**src/rtl/gpio_ctrl_p.sv**
```systemverilog
// gpio_ctrl_p: parametrised GPIO controller between the MCU register bus and the pad ring.
// Per-pin direction and output data, a 2-flop input synchroniser, a programmable debounce
// filter, rise/fall edge detection into sticky W1C status, and a single masked irq.
//
// Ports:
//   clk      system clock, rising edge
//   reset    asynchronous active-low reset
//   wr_en    register write strobe (single cycle)
//   rd_en    register read strobe (single cycle)
//   addr     register address (0 DIR, 1 DOUT, 2 DIN, 3 IRQ_EN, 4 RISE_EN, 5 FALL_EN,
//            6 STATUS (W1C), 7 DB_LIMIT)
//   wdata    write data
//   rdata    registered read data, one cycle after rd_en
//   rvalid   high one cycle after rd_en
//   pin_in   raw asynchronous pad inputs
//   pin_out  pad output data (DOUT)
//   pin_oe   pad output enable (DIR, 1 = drive)
//   irq      OR of STATUS & IRQ_EN, decoded from registers only
module gpio_ctrl_p #(
  parameter int unsigned N_PINS     = 16,
  parameter int unsigned DB_W       = 4,
  parameter int unsigned DB_DEFAULT = 4
) (
  input  logic              clk,
  input  logic              reset,
  input  logic              wr_en,
  input  logic              rd_en,
  input  logic [2:0]        addr,
  input  logic [N_PINS-1:0] wdata,
  output logic [N_PINS-1:0] rdata,
  output logic              rvalid,
  input  logic [N_PINS-1:0] pin_in,
  output logic [N_PINS-1:0] pin_out,
  output logic [N_PINS-1:0] pin_oe,
  output logic              irq
);

  localparam logic [2:0] A_DIR      = 3'd0;
  localparam logic [2:0] A_DOUT     = 3'd1;
  localparam logic [2:0] A_DIN      = 3'd2;
  localparam logic [2:0] A_IRQ_EN   = 3'd3;
  localparam logic [2:0] A_RISE_EN  = 3'd4;
  localparam logic [2:0] A_FALL_EN  = 3'd5;
  localparam logic [2:0] A_STATUS   = 3'd6;
  localparam logic [2:0] A_DB_LIMIT = 3'd7;

  logic [N_PINS-1:0] dir, dout, irq_en, rise_en, fall_en, status;
  logic [DB_W-1:0]   db_limit;
  logic [N_PINS-1:0] sync1, sync2, stable, stable_q;
  logic [DB_W-1:0]   cnt     [N_PINS];
  logic [DB_W-1:0]   cnt_nxt [N_PINS];
  logic [N_PINS-1:0] stable_nxt;
  logic [DB_W-1:0]   lim_eff;
  logic [N_PINS-1:0] set_mask, clr_mask;
  logic [N_PINS-1:0] rd_mux;

  assign pin_oe  = dir;
  assign pin_out = dout;
  assign irq     = |(status & irq_en);

  // Debounce: count consecutive mismatches of sync against stable; a limit of 0 acts as 1.
  // The compare against L-1 also makes a lowered limit take effect on the very next edge.
  always_comb begin
    lim_eff    = (db_limit == '0) ? DB_W'(1) : db_limit;
    stable_nxt = stable;
    for (int i = 0; i < int'(N_PINS); i++) begin
      cnt_nxt[i] = '0;
      if (sync2[i] != stable[i]) begin
        if (cnt[i] >= lim_eff - DB_W'(1)) begin
          stable_nxt[i] = sync2[i];
        end else if (cnt[i] != '1) begin
          cnt_nxt[i] = cnt[i] + DB_W'(1);
        end else begin
          cnt_nxt[i] = cnt[i];
        end
      end
    end
  end

  // Edge events come from the registered previous stable value; a set beats a W1C clear.
  always_comb begin
    set_mask = ((stable & ~stable_q) & rise_en) | ((~stable & stable_q) & fall_en);
    clr_mask = (wr_en && (addr == A_STATUS)) ? wdata : '0;
  end

  // Read decode on pre-write register values.
  always_comb begin
    rd_mux = '0;
    case (addr)
      A_DIR:      rd_mux = dir;
      A_DOUT:     rd_mux = dout;
      A_DIN:      rd_mux = stable;
      A_IRQ_EN:   rd_mux = irq_en;
      A_RISE_EN:  rd_mux = rise_en;
      A_FALL_EN:  rd_mux = fall_en;
      A_STATUS:   rd_mux = status;
      A_DB_LIMIT: rd_mux = N_PINS'(db_limit);
      default:    rd_mux = '0;
    endcase
  end

  // Control registers and status.
  always_ff @(posedge clk or negedge reset) begin
    if (!reset) begin
      dir      <= '0;
      dout     <= '0;
      irq_en   <= '0;
      rise_en  <= '0;
      fall_en  <= '0;
      status   <= '0;
      db_limit <= DB_W'(DB_DEFAULT);
    end else begin
      status <= (status & ~clr_mask) | set_mask;
      if (wr_en) begin
        case (addr)
          A_DIR:      dir      <= wdata;
          A_DOUT:     dout     <= wdata;
          A_IRQ_EN:   irq_en   <= wdata;
          A_RISE_EN:  rise_en  <= wdata;
          A_FALL_EN:  fall_en  <= wdata;
          A_DB_LIMIT: db_limit <= DB_W'(wdata);
          default:    ;
        endcase
      end
    end
  end

  // Read port.
  always_ff @(posedge clk or negedge reset) begin
    if (!reset) begin
      rdata  <= '0;
      rvalid <= 1'b0;
    end else begin
      rvalid <= rd_en;
      if (rd_en) rdata <= rd_mux;
    end
  end

  // Synchroniser, debounce state and previous stable value.
  always_ff @(posedge clk or negedge reset) begin
    if (!reset) begin
      sync1    <= '0;
      sync2    <= '0;
      stable   <= '0;
      stable_q <= '0;
      for (int i = 0; i < int'(N_PINS); i++) cnt[i] <= '0;
    end else begin
      sync1    <= pin_in;
      sync2    <= sync1;
      stable   <= stable_nxt;
      stable_q <= stable;
      for (int i = 0; i < int'(N_PINS); i++) cnt[i] <= cnt_nxt[i];
    end
  end

endmodule

```
**config.mk**
```make
export PLATFORM = sky130hd
export DESIGN_NAME = gpio_ctrl_p
export DESIGN_NICKNAME = d
export VERILOG_FILES = /design/src/rtl/gpio_ctrl_p.sv
export SDC_FILE = /design/constraint.sdc
export NUM_CORES = 1
export LEC_CHECK = 0
export CAP_MARGIN = 20
export CORE_UTILIZATION = 53
export DETAILED_ROUTE_END_ITERATION = 10
export HOLD_SLACK_MARGIN = 0.05
export PLACE_DENSITY = 0.73
export SYNTH_ARGS = -nofsm -noshare
export SYNTH_HDL_FRONTEND = slang
export SYNTH_SLANG_ARGS = --single-unit
```
**constraint.sdc**
```tcl
create_clock -name clk -period 5.85 [get_ports clk]
set_clock_uncertainty 0.05 [all_clocks]
set_input_delay 1.755 -clock clk [delete_from_list [all_inputs] [get_ports clk]]
set_output_delay 1.755 -clock clk [all_outputs]
set_load 0.005 [all_outputs]
```
## After elaboration in Yosys (flattened, before gate mapping)

Cells that the tools add are included.

| word-level totals | value |
|---|---|
| input bits | 39 |
| register bits | 245 |
| memories | 0 |
| logic and storage cells | 220 |
| bits in writable memories | 0 |
| ROM bits | 0 |
| bits in latches | 0 |
| output and inout port bits | 50 |

| operators by class | value |
|---|---|
| muxes and demuxes | 51 |
| reductions and logical operators | 26 |
| add/sub/neg operators | 17 |
| eq/ne operators | 55 |
| shift-type cells | 0 |
| magnitude comparators | 16 |
| $mul | 0 |
| div/mod/pow operators | 0 |
| bitwise logic cells | 11 |

Operators with widths:

| operator | count |
|---|---|
| 4-bit two-way mux | 49 |
| 16-bit one-hot mux with 8 select lines | 1 |
| 16-bit AND | 6 |
| 4-bit by 1-bit adder with 4-bit output (second input constant) | 16 |
| 4-bit greater-or-equal comparator | 16 |
| 4-bit != test (second input constant) | 16 |
| 3-bit by 1-bit != test with 1-bit output (second input constant) | 16 |
| 16-bit inverter | 3 |
| 2-bit AND reduction | 22 |
| 16-bit bitwise OR | 2 |
| 16-bit two-way mux | 1 |
| 1-bit != test | 16 |
| 16-bit OR reduction | 1 |
| 3-bit == test (second input constant) | 4 |
| 3-bit by 2-bit == test with 1-bit output (second input constant) | 2 |
| 4-bit logical NOT | 1 |
| 4-bit by 1-bit subtractor with 4-bit output (second input constant) | 1 |
| 3-bit by 1-bit == test with 1-bit output (second input constant) | 1 |
| 3-bit logical NOT | 1 |
| 1-bit logical AND | 1 |

## Longest topological paths before layout

Gate-level depths: netlist of run 1.

| logic depth | value |
|---|---|
| depth in word-level cells | 6 |
| depth in mapped cells | 11 |
| gate-level depth less buffers | 9 |

## Least setup slack after synthesis of run 1

Ideal clock, no wire load.

| timing path | value |
|---|---|
| path type | input-to-reg |
| start point | input addr[0] |
| end point | register dir[10], in the netlist pin_oe[10] |
| path buffers | 3 |
| cell stages on the path | 6 |
| setup slack | 2429 ps |
| setup time | 125 ps |
| arrival time | 3246 ps |
| required time | 5675 ps |
| path through | clkbuf_1 > or3_1 > clkbuf_1 > nor2_2 > buf_2 > mux2_2 |

| on the way | value |
|---|---|
| longest elaborated chain between the ends | 2 |

RTL lines:

| element | RTL line | text |
|---|---|---|
| from (decl) | 28 | `input logic [2:0] addr,` |
| 3-bit logical NOT | 115 | `case (addr)` |
| 2-bit AND reduction (no source line) | -- |  |
| to (signal assigned) | 116 | `A_DIR: dir <= wdata;` |
| to (decl) | 47 | `logic [N_PINS-1:0] dir, dout, irq_en, rise_en, fall_en, status;` |

Every way passes these cells.
A chain may end at the register's enable or synchronous reset.

## Worst setup path after layout of run 1

| timing path | value |
|---|---|
| start point | register irq_en[2] |
| end point | output irq |

| on the way | value |
|---|---|
| longest elaborated chain between the ends | 2 |

RTL lines:

| element | RTL line | text |
|---|---|---|
| from (decl) | 47 |  |
| from (signal assigned) | 118 | `A_IRQ_EN: irq_en <= wdata;` |
| 16-bit AND | 59 | `assign irq = \|(status & irq_en);` |
| 16-bit OR reduction | 59 |  |
| to (decl) | 35 | `output logic irq` |

Every way passes these cells.

==> impl_results.md, run 1 <==
* Outcome: finished clean
* CTS tree: done
* Switching pwr at 2.05 mW
* Max_cap viols at 0
* Post-CTS Setup Bufs at 0
* Start point of the critical path: irq_en[2]
* Most common cell after layout, fill and taps aside: dfrtp_1
* Post-synthesis cell type count at between 50 and 60
* Final hold vios at 0
* Routed vias at just over 9,000
* TritonCTS Buffers at 26
* Worst setup EP type: output port
* Max-slew headroom at 29.7%
* Number of synthesized flops with an enable pin at 0
* Gp weighted congestion at roughly 0.86
* Mapped cell area at between 10,000 and 15,000 µm²
* Crit path required time at 4.05 ns
* Io pins at a little under 90
* Largest family of logic cells by synthesized area: compound AO/OA/AOI/OAI gates
* Xor/xnor share of the synthesized area at under 10%
* Clock group share of total power at between 20 and 30%
* Fmax achieved at 0.248 GHz
* Post-layout util at about 64%
* Crit path arrival time at ~2.2 ns
* Startpoint Class: register
* Final Critical Period at approximately 4 ns
* Vias in the first global route at between 8,000 and 9,000
* Die Ht at 153 µm
* Gr usage total at between 20% and 30%
* Peak supply drop at 0.252 mV
* Post-synthesis mux area share at 12.5%
* Hold_sp: sync1[1]
* Ant. Diodes at 0
* # rows at 54
* CTS Sinks at 245
* P_int at 4.09 mW
* Port bufs at between 80 and 90
* Clock-pin slew on the worst setup and hold paths at about 0.06 ns
* Syn_nets at ~1,200
* Worst Path Max Fanout at 3
* Clock buffer depth at 3
* Drt drc at 0
* Logic gate share of total power at between 20% and 30%
* Reg power frac at 42.4%
* Avg Inst Size Synth at about 11 µm²
* Largest net degree at the start of global routing at roughly 120
* Placed inst area at 13,200 µm²
* Hold WS at ~0.3 ns
* Top reg by flops: cnt
* Final Setup Violations at 0
* #FFs+latches synth at roughly 250
* Sequential-to-total area share from yosys stat at between 50% and 60%
* Post-synthesis simple-gate area fraction at between 10% and 20%
* Routed WL at between 20 and 30 mm
* DIE WIDTH at about 150 µm
* Post-DRT Antenna Nets at 0
* Initial DRT Pass Iterations at 5
* Total grt overflow at 0
* Max FFs per register at 64
* Final Cell Area at 14,100 µm²
* Hold_buf cts at 0
* LEAKAGE at 6.08 nW
* Die Footprint at between 20,000 and 25,000 µm²
* Post-synthesis adder-cell area fraction at under 10%
* Hold WC Path Type: reg2reg
* Ys Warns at 0
* Layout cells sized above 1 at between 10% and 20%
* Post_cts resized at 0
* Commonest cells after routing, fill and taps aside: dfrtp_1, nor2_1, mux2_2
* Clock root buffer: clkbuf_16
* Final max-slew violation count at 0
* Compound-Gate Fraction of Synth Area at 14.2%
* Worst Setup Path Type: reg2out
* Switching part of the total power at 33.3%
* Clk Latency, worst-skew pair at around 0.53 ns
* HPWL after detailed placement at approximately 19 mm
* RSZ-0062 raised after global routing: false
* Routed WL per cell at roughly 19 µm
* Initial DRC count at about 640
* First-pass GRT wire length at 46.9 mm
* Area Overhead vs Synth at 16.9%
* Nets at ~1,300
* Worst slew pin tran at around 1.1 ns
* Mapped Cells at approximately 1,100
* Initial antenna violation count at 0
* Initial Util at 54.8%
* PwrDens at 434 nW/µm²
* CORE AREA at roughly 22,000 µm²
* H-tree depth at 1
* Vias per cell at just over 6
* Synth async-reset ratio at between 90% and 100%
* Ys flop type: dfrtp_1
* Setup tns final at 0 ns
* Fin crit share at between 60% and 70%
* RR Startpoint: db_limit[3]
-- cells by family (layout without fill, tap and decap cells) --
kind of cell,count (synthesis),count (layout)
buf+inv,89,182
simple gates,345,345
mux,135,135
compound gates,249,249
fa+ha+maj,32,32
flops,245,245
xor+xnor,32,32
-- layer usage --
metal	share of wire (%)	GRT usage (%)
met1	46	35.5
met2	46	38.8
met3	5.5	3.40
met4	2.4	8.42
met5	0	0
-- layout make-up --
class,instances,area (µm²)
multi-input combinational,793,5600
clock inverter,15,209
clock buffer,32,734
inverter,31,116
fill,1734,7950
timing repair buffer,104,1000
tap,280,350
sequential,245,6130
-- synth_stat cells, types with 3 or more instances --
cell | count | share of area, %
dfrtp_1 | 244 | 50
nor2_1 | 99 | 3.1
mux2_2 | 91 | 8.5
nand2_1 | 82 | 2.5
o21ai_0 | 47 | 1.9
o22ai_1 | 47 | 2.4
mux2i_1 | 40 | 3.3
nand3_1 | 37 | 1.5
a21oi_1 | 34 | 1.4
clkbuf_1 | 34 | 1.1
nor3_1 | 34 | 1.4
ha_1 | 32 | 3.3
inv_1 | 31 | 0.96
xnor2_1 | 24 | 1.7
o211ai_1 | 22 | 1.4
a211oi_1 | 20 | 1.2
or3_1 | 20 | 1.0
nand3b_1 | 15 | 0.93
buf_2 | 14 | 0.58
nor2b_1 | 13 | 0.67
a221oi_1 | 11 | 0.80
a31oi_1 | 11 | 0.57
nand2b_1 | 10 | 0.52
nor3b_1 | 10 | 0.62
a22o_1 | 9 | 0.65
o21bai_1 | 8 | 0.50
xor2_1 | 8 | 0.58
a21o_1 | 7 | 0.43
and3_1 | 7 | 0.36
buf_1 | 7 | 0.22
nor3_2 | 7 | 0.58
a211oi_2 | 6 | 0.62
a221oi_2 | 6 | 0.74
o21ai_2 | 6 | 0.43
mux4_2 | 4 | 0.74
a22oi_1 | 3 | 0.19
nand4_1 | 3 | 0.16
o32ai_1 | 3 | 0.22
-- final timing paths --
kind	cells past startpoint	end	slack, ns
max in group asynchronous	2	db_limit[2]	3.35
worst min-delay path	0	sync2[1]	0.30
worst max register to register	9	cnt[42]	2.44
worst max-delay path	4	irq	1.82
min in group asynchronous	1	rdata[10]	1.23
worst min register to register	0	sync2[1]	0.30
-- power groups by stage --
| stage | logic [mW] | registers, mW | clock network, mW |
|---|---|---|---|
| after floorplan | 1.27 | 2.45 | 0 |
| after global placement | 1.68 | 2.60 | 0 |
| after detailed placement | 1.74 | 2.62 | 0 |
| after CTS | 1.76 | 2.60 | 1.82 |
| after global routing | 1.95 | 2.66 | 1.89 |
| final | 1.75 | 2.60 | 1.79 |
-- worst max-delay path, cell delays in order (launching register included) --
cell	delay, ns
dfrtp_1	0.40
a22o_1	0.26
a221oi_1	0.38
nand4_1	0.19
clkdlybuf4s50_1	0.48
-- stage by stage --
| stage | cells | setup WS, ns | power (mW) |
|---|---|---|---|
| 3_5_place_dp | 1453 | 1.42 | 4.36 |
| 3_3_place_gp | 1453 | 1.44 | 4.28 |
| 5_1_grt | 1500 | 1.74 | 6.51 |
| 2_1_floorplan | 1127 | 2.43 | 3.72 |
| 6_report | 1500 | 1.82 | 6.14 |
| 4_1_cts | 1500 | 1.79 | 6.17 |
(Power assumes the default switching activity.)
==> inputs of run 2 (changes only) <==
clock period = 3.95 ns   (was 5.85 ns; I/O delays follow)
==> run 2 against run 1 <==
  * Non-clock buffer count is 14 higher
  * First-iteration DRC count increased by 5.0%
  * Sequential share of layout area decreased by 0.43 points
  * Sequential power grew 49%
  * Global-route usage up 0.56 points
  * Die area did not move
==> impl_results.md, run 2 (same netlist as run 1, synthesis figures left out) <==
* Outcome: finished clean (unchanged)
* Commonest cells after routing, fill and taps aside: dfrtp_1, nor2_1, mux2_2 (unchanged)
* Setup tns final at 0 ns (unchanged)
* Fin crit share at 88.2%
* Worst Path Max Fanout at 3 (unchanged)
* Worst setup EP type: output port (unchanged)
* Nets at 1,286 (was 1,272)
* Initial antenna violation count at 0 (unchanged)
* Post-CTS Setup Bufs at 0 (unchanged)
* Startpoint Class: register (unchanged)
* Routed WL at 28.8 mm (was 28.4 mm)
* Drt drc at 0 (unchanged)
* Initial DRT Pass Iterations at 6 (was 5)
* Fmax achieved at between 0.2 and 0.3 GHz
* Area Overhead vs Synth at 18.1% (was 16.9%)
* Clock-pin slew on the worst setup and hold paths at 0.06 ns (about the same)
* Clk Latency, worst-skew pair at 0.53 ns (about the same)
* Clock root buffer: clkbuf_16 (unchanged)
* Final Setup Violations at 0 (unchanged)
* Die Ht at 153 µm (unchanged)
* Switching pwr at 3.03 mW (was 2.05 mW)
* Io pins at 89 (unchanged)
* Gr usage total at 25.3% (was 24.8%)
* Routed vias at 9,183 (was 9,116)
* Layout cells sized above 1 at 16.3% (was 15.5%)
* Worst Setup Path Type: reg2out (unchanged)
* CTS Sinks at 245 (unchanged)
* Post-DRT Antenna Nets at 0 (unchanged)
* Crit path required time at 2.71 ns (was 4.05 ns)
* P_int at 6.02 mW (was 4.09 mW)
* RSZ-0062 raised after global routing: false (unchanged)
* Clock group share of total power at 28.5% (was 29.1%)
* Terminus of the critical flop-to-flop path: cnt[19] (was cnt[42])
* Max-slew headroom at 38.9% (was 29.7%)
* Hold_buf cts at 0 (unchanged)
* Clock buffer depth at 3 (unchanged)
* CORE AREA at 22,100 µm² (unchanged)
* R2r setup slk at 1.08 ns (was 2.44 ns)
* Initial Util at 54.8% (unchanged)
* Reg2Reg Depth at 10 (was 9)
* Routed WL per cell at 19.0 µm (about the same)
* Worst slew pin tran at 0.912 ns (was 1.05 ns)
* Max FFs per register at 64 (unchanged)
* TritonCTS Buffers at 26 (unchanged)
* Hold WC Path Type: reg2reg (unchanged)
* LEAKAGE at 6.17 nW (was 6.08 nW)
* Start point of the critical path: irq_en[11] (was irq_en[2])
* Port bufs at 88 (unchanged)
* Reg power frac at 42.8% (was 42.4%)
* First-pass GRT wire length at 47.9 mm (was 46.9 mm)
* Final Critical Period at 3.48 ns
* Most common cell after layout, fill and taps aside: dfrtp_1 (unchanged)
* CTS tree: done (unchanged)
* Gp weighted congestion at 0.857 (was 0.856)
* Worst setup path endpoint: irq (unchanged)
* Peak supply drop at 0.335 mV (was 0.252 mV)
* Vias per cell at 6.07 (was 6.08)
* Die Footprint at 23,400 µm² (unchanged)
* Logic gate share of total power at 28.7% (was 28.5%)
* Post_cts resized at 0 (unchanged)
* PwrDens at 634 nW/µm² (was 434 nW/µm²)
* # rows at 54 (unchanged)
* Max_cap viols at 0 (unchanged)
* Initial DRC count at 673 (was 641)
* Ant. Diodes at 0 (unchanged)
* Total grt overflow at 0 (unchanged)
* DIE WIDTH at 153 µm (unchanged)
* RR Startpoint: db_limit[2] (was db_limit[3])
* H-tree depth at 1 (unchanged)
* Post-layout util at 64.7% (was 64.0%)
* Switching part of the total power at 33.5% (was 33.3%)
* Crit path arrival time at 2.25 ns (was 2.23 ns)
* HPWL after detailed placement at 19.4 mm (was 18.8 mm)
* Vias in the first global route at 9,011 (was 8,976)
* Final max-slew violation count at 0 (unchanged)
* Largest net degree at the start of global routing at 87 (was 119)
* Top reg by flops: cnt (unchanged)
* Final hold vios at 0 (unchanged)
==> run 2: worst max-delay path, stage by stage, from the launching register on <==
cell             delay (ns)
dfrtp_1                0.42
a22o_1                 0.22
a221oi_1               0.37
nand4_1                0.22
clkdlybuf4s50_1        0.49
==> run 2: metrics by stage <==
| step | hold WS, ns | setup WS [ns] | area (µm²) | std cells | power, mW |
|---|---|---|---|---|---|
| after detailed placement | 0.285 | 0.611 | 13400 | 1467 | 6.49 |
| after global placement | 0.282 | 0.635 | 13400 | 1467 | 6.37 |
| after floorplan | 0.281 | 0.945 | 12100 | 1127 | 5.51 |
| final | 0.290 | 0.466 | 14300 | 1513 | 9.05 |
| after CTS | 0.298 | 0.452 | 14300 | 1513 | 9.10 |
| after global routing | 0.302 | 0.445 | 14300 | 1513 | 9.63 |
==> run 2: how the worst min path moves through the flow <==
stage | endpoint | start | slack [ns] | depth (start not counted)
global route | sync2[13] | sync1[13] | 0.30 | 0
global placement | sync2[0] | sync1[0] | 0.28 | 0
detailed placement | sync2[12] | sync1[12] | 0.28 | 0
CTS | sync2[13] | sync1[13] | 0.30 | 0
floorplan | sync2[0] | sync1[0] | 0.28 | 0
finish | sync2[14] | sync1[14] | 0.29 | 0
==> run 2: area by class of cell <==
class / count / area [µm²]
Tap cell: 280 / 350
Clock inverter: 12 / 164
Multi-Input combinational cell: 793 / 5600
Inverter: 31 / 116
Timing Repair Buffer: 118 / 1170
Fill cell: 1718 / 7810
Sequential cell: 245 / 6130
Clock buffer: 34 / 752
==> run 2: power groups by stage <==
stage / Sequential [mW] / Combinational [mW] / Clock, mW
after global routing: 3.97 / 2.92 / 2.74
after global placement: 3.86 / 2.51 / 0
after floorplan: 3.63 / 1.88 / 0
final: 3.87 / 2.60 / 2.58
after detailed placement: 3.89 / 2.60 / 0
after CTS: 3.86 / 2.62 / 2.62
==> run 2: per-layer routing <==
| metal | vias up | GRT usage (%) | wire length, µm |
|---|---|---|---|
| met5 | - | 0 | 0 |
| met4 | 0 | 8.85 | 803 |
| li1 | 4296 | - | - |
| met2 | 257 | 40.3 | 13300 |
| met1 | 4571 | 35.4 | 12900 |
| met3 | 59 | 3.88 | 1710 |
